**src/rtl/imm_gen_pipe.sv**
```systemverilog
// Two-stage pipelined immediate generator with valid/ready flow control.
// Optional CSR-immediate (format Z) decode is enabled by defining IMM_GEN_CSR_EN.
module imm_gen_pipe #(
  parameter int XLEN       = 32,
  parameter bit PASS_INSTR = 1'b1
) (
  input  logic            clk,
  input  logic            rst,
  input  logic            flush,
  input  logic            in_valid,
  output logic            in_ready,
  input  logic [31:0]     in_instr,
  input  logic [XLEN-1:0] in_pc,
  output logic            out_valid,
  input  logic            out_ready,
  output logic [XLEN-1:0] out_imm,
  output logic [2:0]      out_fmt,
  output logic [XLEN-1:0] out_target,
  output logic            out_target_valid,
  output logic [XLEN-1:0] out_pc,
  output logic [31:0]     out_instr
);

  localparam logic [6:0] OP_LUI      = 7'b0110111;
  localparam logic [6:0] OP_AUIPC    = 7'b0010111;
  localparam logic [6:0] OP_JAL      = 7'b1101111;
  localparam logic [6:0] OP_JALR     = 7'b1100111;
  localparam logic [6:0] OP_BRANCH   = 7'b1100011;
  localparam logic [6:0] OP_LOAD     = 7'b0000011;
  localparam logic [6:0] OP_STORE    = 7'b0100011;
  localparam logic [6:0] OP_OPIMM    = 7'b0010011;
  localparam logic [6:0] OP_OPIMM32  = 7'b0011011;
  localparam logic [6:0] OP_OP       = 7'b0110011;
  localparam logic [6:0] OP_OP32     = 7'b0111011;
  localparam logic [6:0] OP_SYSTEM   = 7'b1110011;

  localparam logic [2:0] FMT_I = 3'd0;
  localparam logic [2:0] FMT_S = 3'd1;
  localparam logic [2:0] FMT_B = 3'd2;
  localparam logic [2:0] FMT_U = 3'd3;
  localparam logic [2:0] FMT_J = 3'd4;
  localparam logic [2:0] FMT_Z = 3'd5;
  localparam logic [2:0] FMT_R = 3'd6;
  localparam logic [2:0] FMT_X = 3'd7;

  logic [2:0]      dec_fmt_s;
  logic [31:0]     dec_imm32_s;
  logic [XLEN-1:0] dec_imm_s;
  logic            dec_tv_s;
  logic            s2_adv_s;

  logic            s1_valid_r;
  logic [2:0]      s1_fmt_r;
  logic [XLEN-1:0] s1_imm_r;
  logic            s1_tv_r;
  logic [XLEN-1:0] s1_pc_r;
  logic [31:0]     s1_instr_r;

  logic            out_valid_r;
  logic [2:0]      out_fmt_r;
  logic [XLEN-1:0] out_imm_r;
  logic [XLEN-1:0] out_target_r;
  logic            out_tv_r;
  logic [XLEN-1:0] out_pc_r;
  logic [31:0]     out_instr_r;

  // Format decode and 32-bit immediate extraction, then sign extension to XLEN.
  always_comb begin
    dec_fmt_s   = FMT_X;
    dec_tv_s    = 1'b0;
    dec_imm32_s = {{20{in_instr[31]}}, in_instr[31:20]};
    case (in_instr[6:0])
      OP_LUI: begin
        dec_fmt_s   = FMT_U;
        dec_imm32_s = {in_instr[31:12], 12'd0};
      end
      OP_AUIPC: begin
        dec_fmt_s   = FMT_U;
        dec_tv_s    = 1'b1;
        dec_imm32_s = {in_instr[31:12], 12'd0};
      end
      OP_JAL: begin
        dec_fmt_s   = FMT_J;
        dec_tv_s    = 1'b1;
        dec_imm32_s = {{11{in_instr[31]}}, in_instr[31], in_instr[19:12],
                       in_instr[20], in_instr[30:21], 1'b0};
      end
      OP_JALR, OP_LOAD, OP_OPIMM, OP_OPIMM32: begin
        dec_fmt_s = FMT_I;
      end
      OP_BRANCH: begin
        dec_fmt_s   = FMT_B;
        dec_tv_s    = 1'b1;
        dec_imm32_s = {{19{in_instr[31]}}, in_instr[31], in_instr[7],
                       in_instr[30:25], in_instr[11:8], 1'b0};
      end
      OP_STORE: begin
        dec_fmt_s   = FMT_S;
        dec_imm32_s = {{20{in_instr[31]}}, in_instr[31:25], in_instr[11:7]};
      end
      OP_OP, OP_OP32: begin
        dec_fmt_s   = FMT_R;
        dec_imm32_s = 32'd0;
      end
      OP_SYSTEM: begin
`ifdef IMM_GEN_CSR_EN
        // CSRR*I carries a 5-bit unsigned immediate in the rs1 field
        if (in_instr[14:12] == 3'b101 || in_instr[14:12] == 3'b110 ||
            in_instr[14:12] == 3'b111) begin
          dec_fmt_s   = FMT_Z;
          dec_imm32_s = {27'd0, in_instr[19:15]};
        end else begin
          dec_fmt_s = FMT_I;
        end
`else
        dec_fmt_s = FMT_I;
`endif
      end
      default: begin
        dec_fmt_s = FMT_X;
      end
    endcase
    dec_imm_s        = {XLEN{dec_imm32_s[31]}};
    dec_imm_s[31:0]  = dec_imm32_s;
  end

  assign s2_adv_s = !out_valid_r || out_ready;
  assign in_ready = !s1_valid_r || s2_adv_s;

  // Stage 1: capture decoded immediate, format and PC.
  always_ff @(posedge clk or posedge rst) begin
    if (rst) begin
      s1_valid_r <= 1'b0;
      s1_fmt_r   <= FMT_X;
      s1_imm_r   <= '0;
      s1_tv_r    <= 1'b0;
      s1_pc_r    <= '0;
      s1_instr_r <= 32'd0;
    end else if (flush) begin
      s1_valid_r <= 1'b0;
    end else if (in_ready) begin
      s1_valid_r <= in_valid;
      if (in_valid) begin
        s1_fmt_r   <= dec_fmt_s;
        s1_imm_r   <= dec_imm_s;
        s1_tv_r    <= dec_tv_s;
        s1_pc_r    <= in_pc;
        s1_instr_r <= in_instr;
      end
    end
  end

  // Stage 2: PC-relative target and registered outputs; holds while stalled.
  always_ff @(posedge clk or posedge rst) begin
    if (rst) begin
      out_valid_r  <= 1'b0;
      out_fmt_r    <= FMT_X;
      out_imm_r    <= '0;
      out_target_r <= '0;
      out_tv_r     <= 1'b0;
      out_pc_r     <= '0;
      out_instr_r  <= 32'd0;
    end else if (flush) begin
      out_valid_r <= 1'b0;
    end else if (s2_adv_s) begin
      out_valid_r <= s1_valid_r;
      if (s1_valid_r) begin
        out_fmt_r    <= s1_fmt_r;
        out_imm_r    <= s1_imm_r;
        out_target_r <= s1_pc_r + s1_imm_r;
        out_tv_r     <= s1_tv_r;
        out_pc_r     <= s1_pc_r;
        out_instr_r  <= PASS_INSTR ? s1_instr_r : 32'd0;
      end
    end
  end

  assign out_valid        = out_valid_r;
  assign out_fmt          = out_fmt_r;
  assign out_imm          = out_imm_r;
  assign out_target       = out_target_r;
  assign out_target_valid = out_tv_r;
  assign out_pc           = out_pc_r;
  assign out_instr        = out_instr_r;

endmodule

```
**config.mk**
```make
export PLATFORM = sky130hd
export DESIGN_NAME = imm_gen_pipe
export DESIGN_NICKNAME = d
export VERILOG_FILES = /design/src/rtl/imm_gen_pipe.sv
export SDC_FILE = /design/constraint.sdc
export NUM_CORES = 1
export LEC_CHECK = 0
export BUFFER_PORTS_ARGS = -buffer_cell sky130_fd_sc_hd__buf_4
export CAP_MARGIN = 10
export CELL_PAD_IN_SITES_DETAIL_PLACEMENT = 1
export CELL_PAD_IN_SITES_GLOBAL_PLACEMENT = 1
export CORE_AREA = 3 3 172 174
export CTS_CLUSTER_DIAMETER = 30
export DETAILED_ROUTE_END_ITERATION = 8
export DIE_AREA = 0 0 175 177
export PLACE_DENSITY = 0.78
export SYNTH_ARGS = -nofsm -noshare
export SYNTH_HDL_FRONTEND = slang
export SYNTH_SLANG_ARGS = --single-unit
```
**constraint.sdc**
```tcl
create_clock -name clk -period 6.8 [get_ports clk]
set_input_delay 0.34 -clock clk [delete_from_list [all_inputs] [get_ports clk]]
set_output_delay 0.34 -clock clk [all_outputs]
set_load 0.02 [all_outputs]
```
==> results_dict.tcl, run 1 <==
set metrics [dict create \
    cap_viol_max_count 0 \
    final_area_sq_um 14700 \
    row_count 61 \
    synth_top_family_by_area "simple AND/OR/NAND/NOR gates" \
    clock_skew_ns 0.0210 \
    async_flop_share_pct 100 \
    finalCritPeriodShare_pct 44.5 \
    synthCells 1244 \
    ant_nets 0 \
    antennaDiodeCount 0 \
    synth_edf_count 0 \
    max_freq_mhz 331 \
    setup_viol 0 \
    drt_iter0_markers 548 \
    wl_um 36100 \
    syn_area_sq_um 10700 \
    power.switching_uw 1900 \
    cts.clk_slew.worst_paths_ns 0.04 \
    worstSetupEndpointType "flip-flop" \
    clock_sinks 234 \
    synth-xor-area-share_pct 1.96 \
    grt_max_degree 96 \
    power_frac_seq_pct 32.5 \
    syn_to_final_growth_pct 36.7 \
    die_x_um 175 \
    power_uw 5880 \
    die_y_um 177 \
    synth-simple-area-share_pct 26.0 \
    rsz0062_at_grt "false" \
    cts_resized 0 \
    final_cell_mix "nand2_1 (567), dfrtp_1 (228), buf_4 (209)" \
    routed_via_density 5.09 \
    core_sq_um 27900 \
    first_global_vias 10400 \
    die-area_sq_um 31000 \
    initial_core_util_pct 38.4 \
    fin_crit_ns 3.03 \
    synthAdderAreaFrac_pct 3.90 \
    layout-drive-gt1-share_pct 20.9 \
    leakagePower_uw 0.00753 \
    avgRoutedWirePerCell_um 19.0 \
    io_pins 203 \
    place_inst 1765 \
    final_cells 1897 \
    syn_nets 1345 \
    combPwrFrac_pct 24.8 \
    synth_area_leaders "dfrtp_1 (53%), nand2_1 (20%), ha_1 (3.6%), a21oi_1 (2.7%), o21ai_0 (2.3%)" \
    power_switching_share_pct 32.4 \
    cts_root_buf "clkbuf_16" \
    synthFlopType "dfrtp_1" \
    status "finished clean" \
    dr.pass1.iters 4 \
    place_congestion 0.882 \
    postCtsHoldBufs 32 \
    internal_power_uw 3980 \
    ys_seq_area_share_pct 54.7 \
    overflow 0 \
    muxShareOfSynthArea_pct 0.198 \
    critPathKind "flip-flop to flip-flop" \
    insertion_delay_ns 0.55 \
    drc 0 \
    grt_usage_pct 23.4 \
    cp_data_arrival_time_ns 3.44 \
    cp.required_ns 7.21 \
    port_buffers 202 \
    grt_pass1_wl_um 57600 \
    cts_tree "built" \
    synth_warnings 0 \
    cts_buffers 53 \
    avgSynthCellArea_sq_um 8.62 \
    synthDistinctLibCells 58 \
    hold_viol_final 0 \
    htree_num_levels 2 \
    cp-start-kind "flip-flop" \
    final_common_cell "nand2_1" \
    slew_violations 0 \
    synth_area_leader_cell "dfrtp_1" \
    vias 9657 \
    powerDensity_nw_per_um2 401 \
    synth_compound_area_share_pct 10.6 \
    clock_path_buffers 3 \
    max_slew_margin_pct 29.1 \
    grt_antenna_before_repair 1 \
    post-cts-setup-buffers 0 \
    ys_ff_latch 234 \
    crit_path_max_fanout 95 \
    tns_ns 0 \
    synthDominantCellAreaShare_pct 53.2 \
    irDropWorstVdd_v 0.000205 \
    hpwl_um 23700 \
    min_path_type "input pin to flip-flop" \
    worstMarginPinSlew_ns 1.06 \
    final_nets 1575 \
    dpl_cell_area_sq_um 12500 \
    clock_power_share_pct 42.8 \
]
power groups by stage:
stage	Sequential [uW]	Clock (uW)	Combinational, uW
finish	1910	2520	1460
global placement	1910	0	1400
CTS	1910	2560	1470
detailed placement	1920	0	1440
floorplan	2100	0	612
global route	1940	2650	1600
logic make-up after synthesis:
| family | Yosys count |
|---|---|
| flops | 234 |
| simple gates | 695 |
| buf+inv | 76 |
| mux | 2 |
| compound gates | 180 |
| fa+ha+maj | 33 |
| xor+xnor | 24 |
final timing paths:
check	start	endpoint	slack, ns	depth (start not counted)
worst max register to register	out_valid$_DFFE_PP0P_	out_target[31]$_DFFE_PP0P_	3.77	6
min in group asynchronous	rst	s1_pc_r[8]$_DFFE_PP0P_	0.44	3
max in group asynchronous	rst	out_pc[29]$_DFFE_PP0P_	4.92	4
worst min-delay path	in_pc[29]	s1_pc_r[29]$_DFFE_PP0P_	0.006	3
worst min register to register	s1_fmt_r[1]$_DFFE_PP1P_	out_fmt[1]$_DFFE_PP1P_	0.46	2
worst max-delay path	out_valid$_DFFE_PP0P_	out_target[31]$_DFFE_PP0P_	3.77	6
stage by stage:
stage	util [%]	setup WS (ns)	hold WS, ns
global route	52.5	3.51	0.0128
floorplan	-	0.0519	0.406
detailed placement	44.8	3.78	0.447
CTS	52.5	3.79	0.000488
finish	52.5	3.77	0.00620
global placement	44.8	3.87	0.441
state kept, by name, summed over array words and instances, names as in the netlist:
signal	flops
out_fmt	3
out_valid	1
s1_fmt_r	3
s1_pc_r	32
out_imm	32
s1_instr_r	32
s1_valid_r	1
out_pc	32
s1_imm_r	32
out_target	32
out_target_valid	1
out_instr	32
s1_tv_r	1
cells in the mapped netlist, types with 7 or more instances:
library cell / count
nor2_1: 59
a21o_1: 18
nor2b_1: 7
xor2_1: 15
dfrtp_1: 228
a221oi_1: 7
o21ai_0: 49
inv_1: 10
nand4_1: 9
clkbuf_1: 57
nor3_1: 14
nand3_1: 10
a21oi_1: 58
a22o_1: 7
xnor2_1: 9
nand2_1: 567
ha_1: 31
cell type report:
cell class	instances	area, sq um
clock buffers	75	1580
inverters	10	45.0
flip-flops and latches	234	5860
fillers	3285	13300
repair buffers	241	1890
well taps	378	473
clock inverters	25	226
multi-input cells	934	4580
per-layer routing:
layer | GRT usage, % | wire length [um] | part of all wire [%] | up-vias
met5 | 0 | 13 | 0.036 | -
met4 | 6.48 | 824 | 2.3 | 2
met3 | 4.53 | 1720 | 4.8 | 70
met2 | 39.4 | 17500 | 48 | 224
met1 | 30.9 | 16000 | 44 | 4797
li1 | - | - | - | 4564
worst max-delay path, cell delays in order (launching register included):
cell and delay, ns:
dfrtp_1 0.36, nor2b_1 0.37, or3b_4 0.73, buf_4 0.91, nor2_1 0.19, mux2i_1 0.21
nand3_1 0.09
Note: power is estimated with default switching activity, not from simulation.
==> run 2: changes to the inputs <==
ABC_AREA = 1   (was default)
PLACE_DENSITY = 0.8   (was 0.78)
clock period = 3.1 ns   (was 6.8 ns; I/O delays follow)
==> run 2 against run 1 <==
  * Combinational power is 150% higher
  * Synthesized area is 6.7% higher
  * Die area stayed put
  * Register-to-register slack worse by 2.8 ns
  * Core utilization is 4.1 points higher
  * Power is 130% higher
  * Wire length is 14% higher
  * Largest cell class unchanged
  * Largest power group unchanged
==> results_dict.tcl, run 2 <==
set metrics [dict create \
    whs_ns 0.0385 \
    synth_warnings 0 \
    dr.pass1.iters 5 \
    htree_num_levels 2 \
    final_cell_mix "nand2_1 (537), dfrtp_1 (228), inv_1 (213)" \
    grt_usage_pct 26.6 \
    reg2reg_depth 8 \
    cts_resized 0 \
    slew_violations 0 \
    r2r_end "s1_pc_r[29]$_DFFE_PP0P_" \
    final_common_cell "nand2_1" \
    setup_viol 0 \
    cp-start-kind "flip-flop" \
    initial_core_util_pct 40.9 \
    async_flop_share_pct 100 \
    io_pins 203 \
    routed_via_density 5.01 \
    clock_path_buffers 3 \
    max_freq_mhz 468 \
    reg2reg_slack_ns 0.96 \
    syn_nets 1566 \
    synthFlopType "dfrtp_1" \
    post-cts-setup-buffers 0 \
    synthCells 1465 \
    cp.required_ns 3.52 \
    synth_common_cells "nand2_1 (538), dfrtp_1 (228), inv_1 (215)" \
    grt_pass1_wl_um 65500 \
    first_global_vias 12000 \
    synth_edf_count 0 \
    drc 0 \
    die_x_um 175 \
    cts_root_buf "clkbuf_16" \
    cts_tree "built" \
    synth_area_leaders "dfrtp_1 (50%), nand2_1 (18%), o21ai_0 (7.4%), inv_1 (7.1%), ha_1 (3.4%)" \
    worstSetupEndpointType "flip-flop" \
    rsz0062_at_grt "false" \
    leakagePower_uw 0.00841 \
    yosysMostFrequentCell "nand2_1" \
    grt_antenna_before_repair 2 \
    powerDensity_nw_per_um2 860 \
    cts_buffers 50 \
    row_count 61 \
    critPathKind "flip-flop to flip-flop" \
    port_buffers 202 \
    max_slew_margin_pct 27.8 \
    syn_to_final_growth_pct 38.1 \
    layout-drive-gt1-share_pct 18.5 \
    wl_um 41000 \
    ys_ff_latch 234 \
    final_nets 1845 \
    holdPathEnd "s1_fmt_r[0]$_DFFE_PP1P_" \
    ant_nets 0 \
    vias 10800 \
    avgRoutedWirePerCell_um 19.0 \
    core_sq_um 27900 \
    synthDistinctLibCells 34 \
    clock_sinks 234 \
    hpwl_um 26400 \
    antennaDiodeCount 0 \
    postCtsHoldBufs 66 \
    finalCritPeriodShare_pct 68.9 \
    grt_max_degree 209 \
    cap_viol_max_count 0 \
    irDropWorstVdd_v 0.000432 \
    clock_skew_ns 0.0244 \
    place_congestion 0.880 \
    fin_crit_ns 2.14 \
    nFillCells 3364 \
    min_path_type "input pin to flip-flop" \
    crit_path_max_fanout 78 \
    status "finished clean" \
    r2r-start "out_valid$_DFFE_PP0P_" \
    hold_path_depth 4 \
    overflow 0 \
    ys_seq_area_share_pct 51.3 \
    tns_ns 0 \
    synthDominantCellAreaShare_pct 49.9 \
    worstMarginPinSlew_ns 1.08 \
    die-area_sq_um 31000 \
    synth_area_leader_cell "dfrtp_1" \
    die_y_um 177 \
    insertion_delay_ns 0.55 \
    min_from "in_instr[6]" \
    drt_iter0_markers 546 \
    syn_area_sq_um 11400 \
    avgSynthCellArea_sq_um 7.81 \
    hold_viol_final 0 \
    cts.clk_slew.worst_paths_ns 0.05 \
    cp_data_arrival_time_ns 2.56 \
]
==> run 2: critical path: stages (launching register included) <==
cell and delay, ns:
dfrtp_1 0.37, inv_1 0.05, nor2_1 0.04, nand2_1 0.09, nand2_1 0.12, inv_4 0.54, buf_4 0.43, nand2_1 0.16
o21ai_0 0.18
==> run 2: logic make-up after synthesis <==
kind of cell               share of synthesized area [%]
AOI/OAI and AO/OA                                   10.6
xor gates and xnor gates                            1.23
adders and majority gates                           3.57
buffers and inverters                               9.16
DFF                                                 51.3
and+or+nand+nor                                     24.2
==> run 2: layout make-up <==
type,count,area (sq um),area share (%)
flip-flops and latches,234,5860,37.1
multi-input cells,963,4540,28.7
repair buffers,278,2280,14.4
clock buffers,65,1390,8.78
inverters,217,821,5.19
well taps,378,473,2.99
clock inverters,25,444,2.81
==> run 2: worst max-delay path by stage <==
stage / start / endpoint / slack, ns / cells past startpoint
after floorplan: rst / out_imm[0]$_DFFE_PP0P_ / -0.11 / 1
after global placement: s1_imm_r[4]$_DFFE_PP0P_ / out_target[22]$_DFFE_PP0P_ / 1.07 / 12
after detailed placement: s1_imm_r[0]$_DFFE_PP0P_ / out_target[28]$_DFFE_PP0P_ / 1.02 / 10
after CTS: s1_imm_r[0]$_DFFE_PP0P_ / out_target[28]$_DFFE_PP0P_ / 0.99 / 10
after global routing: s1_imm_r[3]$_DFFE_PP0P_ / out_target[23]$_DFFE_PP0P_ / 0.75 / 12
final: out_valid$_DFFE_PP0P_ / s1_pc_r[29]$_DFFE_PP0P_ / 0.96 / 8
==> run 2: through the flow <==
step	total power (uW)	std cells	setup WS [ns]	instance area, sq um	util (%)
after floorplan	6120	1465	-0.114	11400	-
after detailed placement	7640	2004	1.02	13300	47.6
after global routing	14300	2160	0.750	15800	56.6
after global placement	7540	2004	1.07	13300	47.6
after CTS	13600	2160	0.991	15800	56.6
final	13600	2160	0.964	15800	56.6
==> run 2: routing by layer <==
layer	global-route usage, %	vias to the layer above	share of wire (%)
li1	-	5105	-
met1	31.9	5280	40
met2	46.6	312	50
met3	5.77	126	5.5
met4	11.0	4	4.1
met5	0	-	0.061
==> run 2: power breakdown <==
part	leakage (uW)	internal, uW	switching (uW)
registers	0.00288	3700	500
logic	0.00465	1350	2230
clock network	0.000875	4050	1760
==> run 3: changes to the inputs <==
ABC_AREA = 0   (was 1)
CORE_AREA = 3 3 164 166   (was 3 3 172 174)
DIE_AREA = 0 0 167 169   (was 0 0 175 177)
PLACE_DENSITY = 0.81   (was 0.8)
clock period = 2 ns   (was 3.1 ns; I/O delays follow)
==> run 3 against run 2 <==
  * The flow now finishes with violations (negative setup slack)
  * Wire length grew 42%
  * Via count grew 14%
  * Worst hold slack better by 0.16 ns
  * Critical path type unchanged
  * Critical endpoint is now out_target[18]$_DFFE_PP0P_
  * Highest routed layer is now met4
==> results_dict.tcl, run 3 (same netlist as run 1, synthesis figures left out) <==
set metrics [dict create \
    whs_ns 0.196 \
    violations "negative setup slack" \
    vias 12400 \
    die_y_um 169 \
    initial_core_util_pct 41.6 \
    io_pins 203 \
    irDropWorstVdd_v 0.000971 \
    final_cell_mix "nand2_1 (564), buf_4 (349), dfrtp_1 (225)" \
    seq_area_sq_um 5870 \
    crit_path_max_fanout 3 \
    cap_viol_max_count 0 \
    core_sq_um 25800 \
    grt_usage_pct 37.8 \
    crit_family "compound AO/OA/AOI/OAI gates" \
    grt_antenna_before_repair 0 \
    cts_tree "built" \
    use_met1_pct 44.4 \
    htree_num_levels 2 \
    die_x_um 167 \
    cts_root_buf "clkbuf_16" \
    die-area_sq_um 28200 \
    cpPeakStageDelay_ns 0.47 \
    insertion_delay_ns 0.57 \
    final_util_pct 65.9 \
    hold_viol_final 0 \
    grt_pass1_wl_um 82800 \
    place_ws_ns -0.524 \
    syn_to_final_growth_pct 58.4 \
    hold_path_depth 5 \
    worstSetupEndpointType "flip-flop" \
    place_congestion 0.868 \
    power_uw 23400 \
    setup_viol 28 \
    dr.pass1.iters 6 \
    cts.clk_slew.worst_paths_ns 0.06 \
    final_nets 1770 \
    grt_busiest_layer "met2" \
    layout-drive-gt1-share_pct 32.3 \
    critPathKind "flip-flop to flip-flop" \
    clock_path_buffers 3 \
    max_freq_mhz 361 \
    cp_cell_sequence "ha_4 -> fa_2 -> a21o_1 -> a221oi_4 -> or2_4 -> o311ai_4 -> buf_6 -> a21oi_4 -> xor2_1 -> o21ai_1" \
    clock_sinks 234 \
    met2_usage_pct 64.9 \
    cp_data_arrival_time_ns 3.18 \
    path_depth 10 \
    wl_um 58400 \
    critPathBufInv 1 \
    reg2reg_depth 10 \
    avgRoutedWirePerCell_um 28.5 \
    tns_ns -15.35 \
    drt_iter0_markers 1302 \
    max_slew_margin_pct 50.9 \
    grt_util_met3_pct 8.64 \
    worstMarginPinSlew_ns 0.737 \
    row_count 59 \
    final_common_cell "nand2_1" \
    min_path_type "input pin to flip-flop" \
    cp-start-kind "flip-flop" \
    rsz0062_at_grt "true" \
    overflow 0 \
    drc 0 \
    multi_input_area_sq_um 5190 \
    leakagePower_uw 0.00861 \
    fin_crit_ns 2.77 \
    finalCritPeriodShare_pct 139 \
    cp.required_ns 2.40 \
    status "finished with violations" \
    fin_ws_ns -0.771 \
    port_buffers 202 \
    clock_skew_ns 0.0311 \
    ant_nets 0 \
    cts_buffers 52 \
    hpwl_um 27000 \
    grt_max_degree 113 \
    slew_violations 0 \
    powerDensity_nw_per_um2 1380 \
    slowest_stage "fa_2" \
    nFillCells 2830 \
    routed_via_density 6.06 \
    first_global_vias 13100 \
]
[run 3: changes by cell type in the layout (fill, tap and decap cells not counted), moves of 18 or more]
| cell | delta |
|---|---|
| nand2_1 | +27 |
| ha_4 | +18 |
| nand3_1 | -53 |
| o21ai_1 | +18 |
| inv_1 | -204 |
| ha_1 | -18 |
| o21ai_0 | -140 |
| buf_4 | +139 |
[run 3: metal layers]
layer / vias up / wire length [um] / part of all wire (%)
met5: - / 0 / 0
met4: 0 / 4710 / 8.1
met3: 345 / 5360 / 9.2
met2: 940 / 28100 / 48
met1: 6169 / 20200 / 35
li1: 4938 / - / -
[run 3: layout make-up]
type / instances / share of cell area, %
multi-input combinational: 934 / 30.5
clock buffer: 59 / 7.93
clock inverter: 36 / 2.95
sequential: 234 / 34.5
antenna: 1 / 0.0147
timing repair buffer: 437 / 21.3
tap: 335 / 2.47
inverter: 10 / 0.243
[run 3: path summary, 6_finish.rpt]
path / start / slack [ns] / end
hold / removal: in_valid / 0.20 / s1_instr_r[1]$_DFFE_PP0P_
hold reg to reg: out_pc[7]$_DFFE_PP0P_ / 0.47 / out_pc[7]$_DFFE_PP0P_
setup reg to reg: s1_imm_r[0]$_DFFE_PP0P_ / -0.77 / out_target[18]$_DFFE_PP0P_
max in group asynchronous: rst / 1.07 / out_instr[24]$_DFFE_PP0P_
setup / recovery: s1_imm_r[0]$_DFFE_PP0P_ / -0.77 / out_target[18]$_DFFE_PP0P_
min in group asynchronous: rst / 0.28 / s1_pc_r[7]$_DFFE_PP0P_
[run 3: worst register-to-register path, cell delays in order, from the launching register on]
cell and delay, ns:
dfrtp_1 0.42, ha_4 0.21, fa_2 0.48, a21o_1 0.28
a221oi_4 0.30, or2_4 0.19, o311ai_4 0.15, buf_6 0.18
a21oi_4 0.12, xor2_1 0.19, o21ai_1 0.09
[run 3: power by group]
| group | leakage, uW | internal, uW | switching, uW |
|---|---|---|---|
| Combinational | 0.00482 | 3120 | 4350 |
| Sequential | 0.00289 | 5710 | 890 |
| Clock | 0.000897 | 6160 | 3170 |
[run 3: per-stage QoR]
step | area [sq um] | cells
after detailed placement | 13800 | 1865
after floorplan | 10800 | 1244
after global routing | 17000 | 2045
after global placement | 13800 | 1865
final | 17000 | 2046
after CTS | 16700 | 2038
[run 3: repair_timing]
item,CTS,global route
pin swaps,27,26
endpoints found under the hold margin,327,0
hold buffers,68,0
setup buffers,11,7
endpoints found under the setup margin,40,122
gates resized for setup,73,32
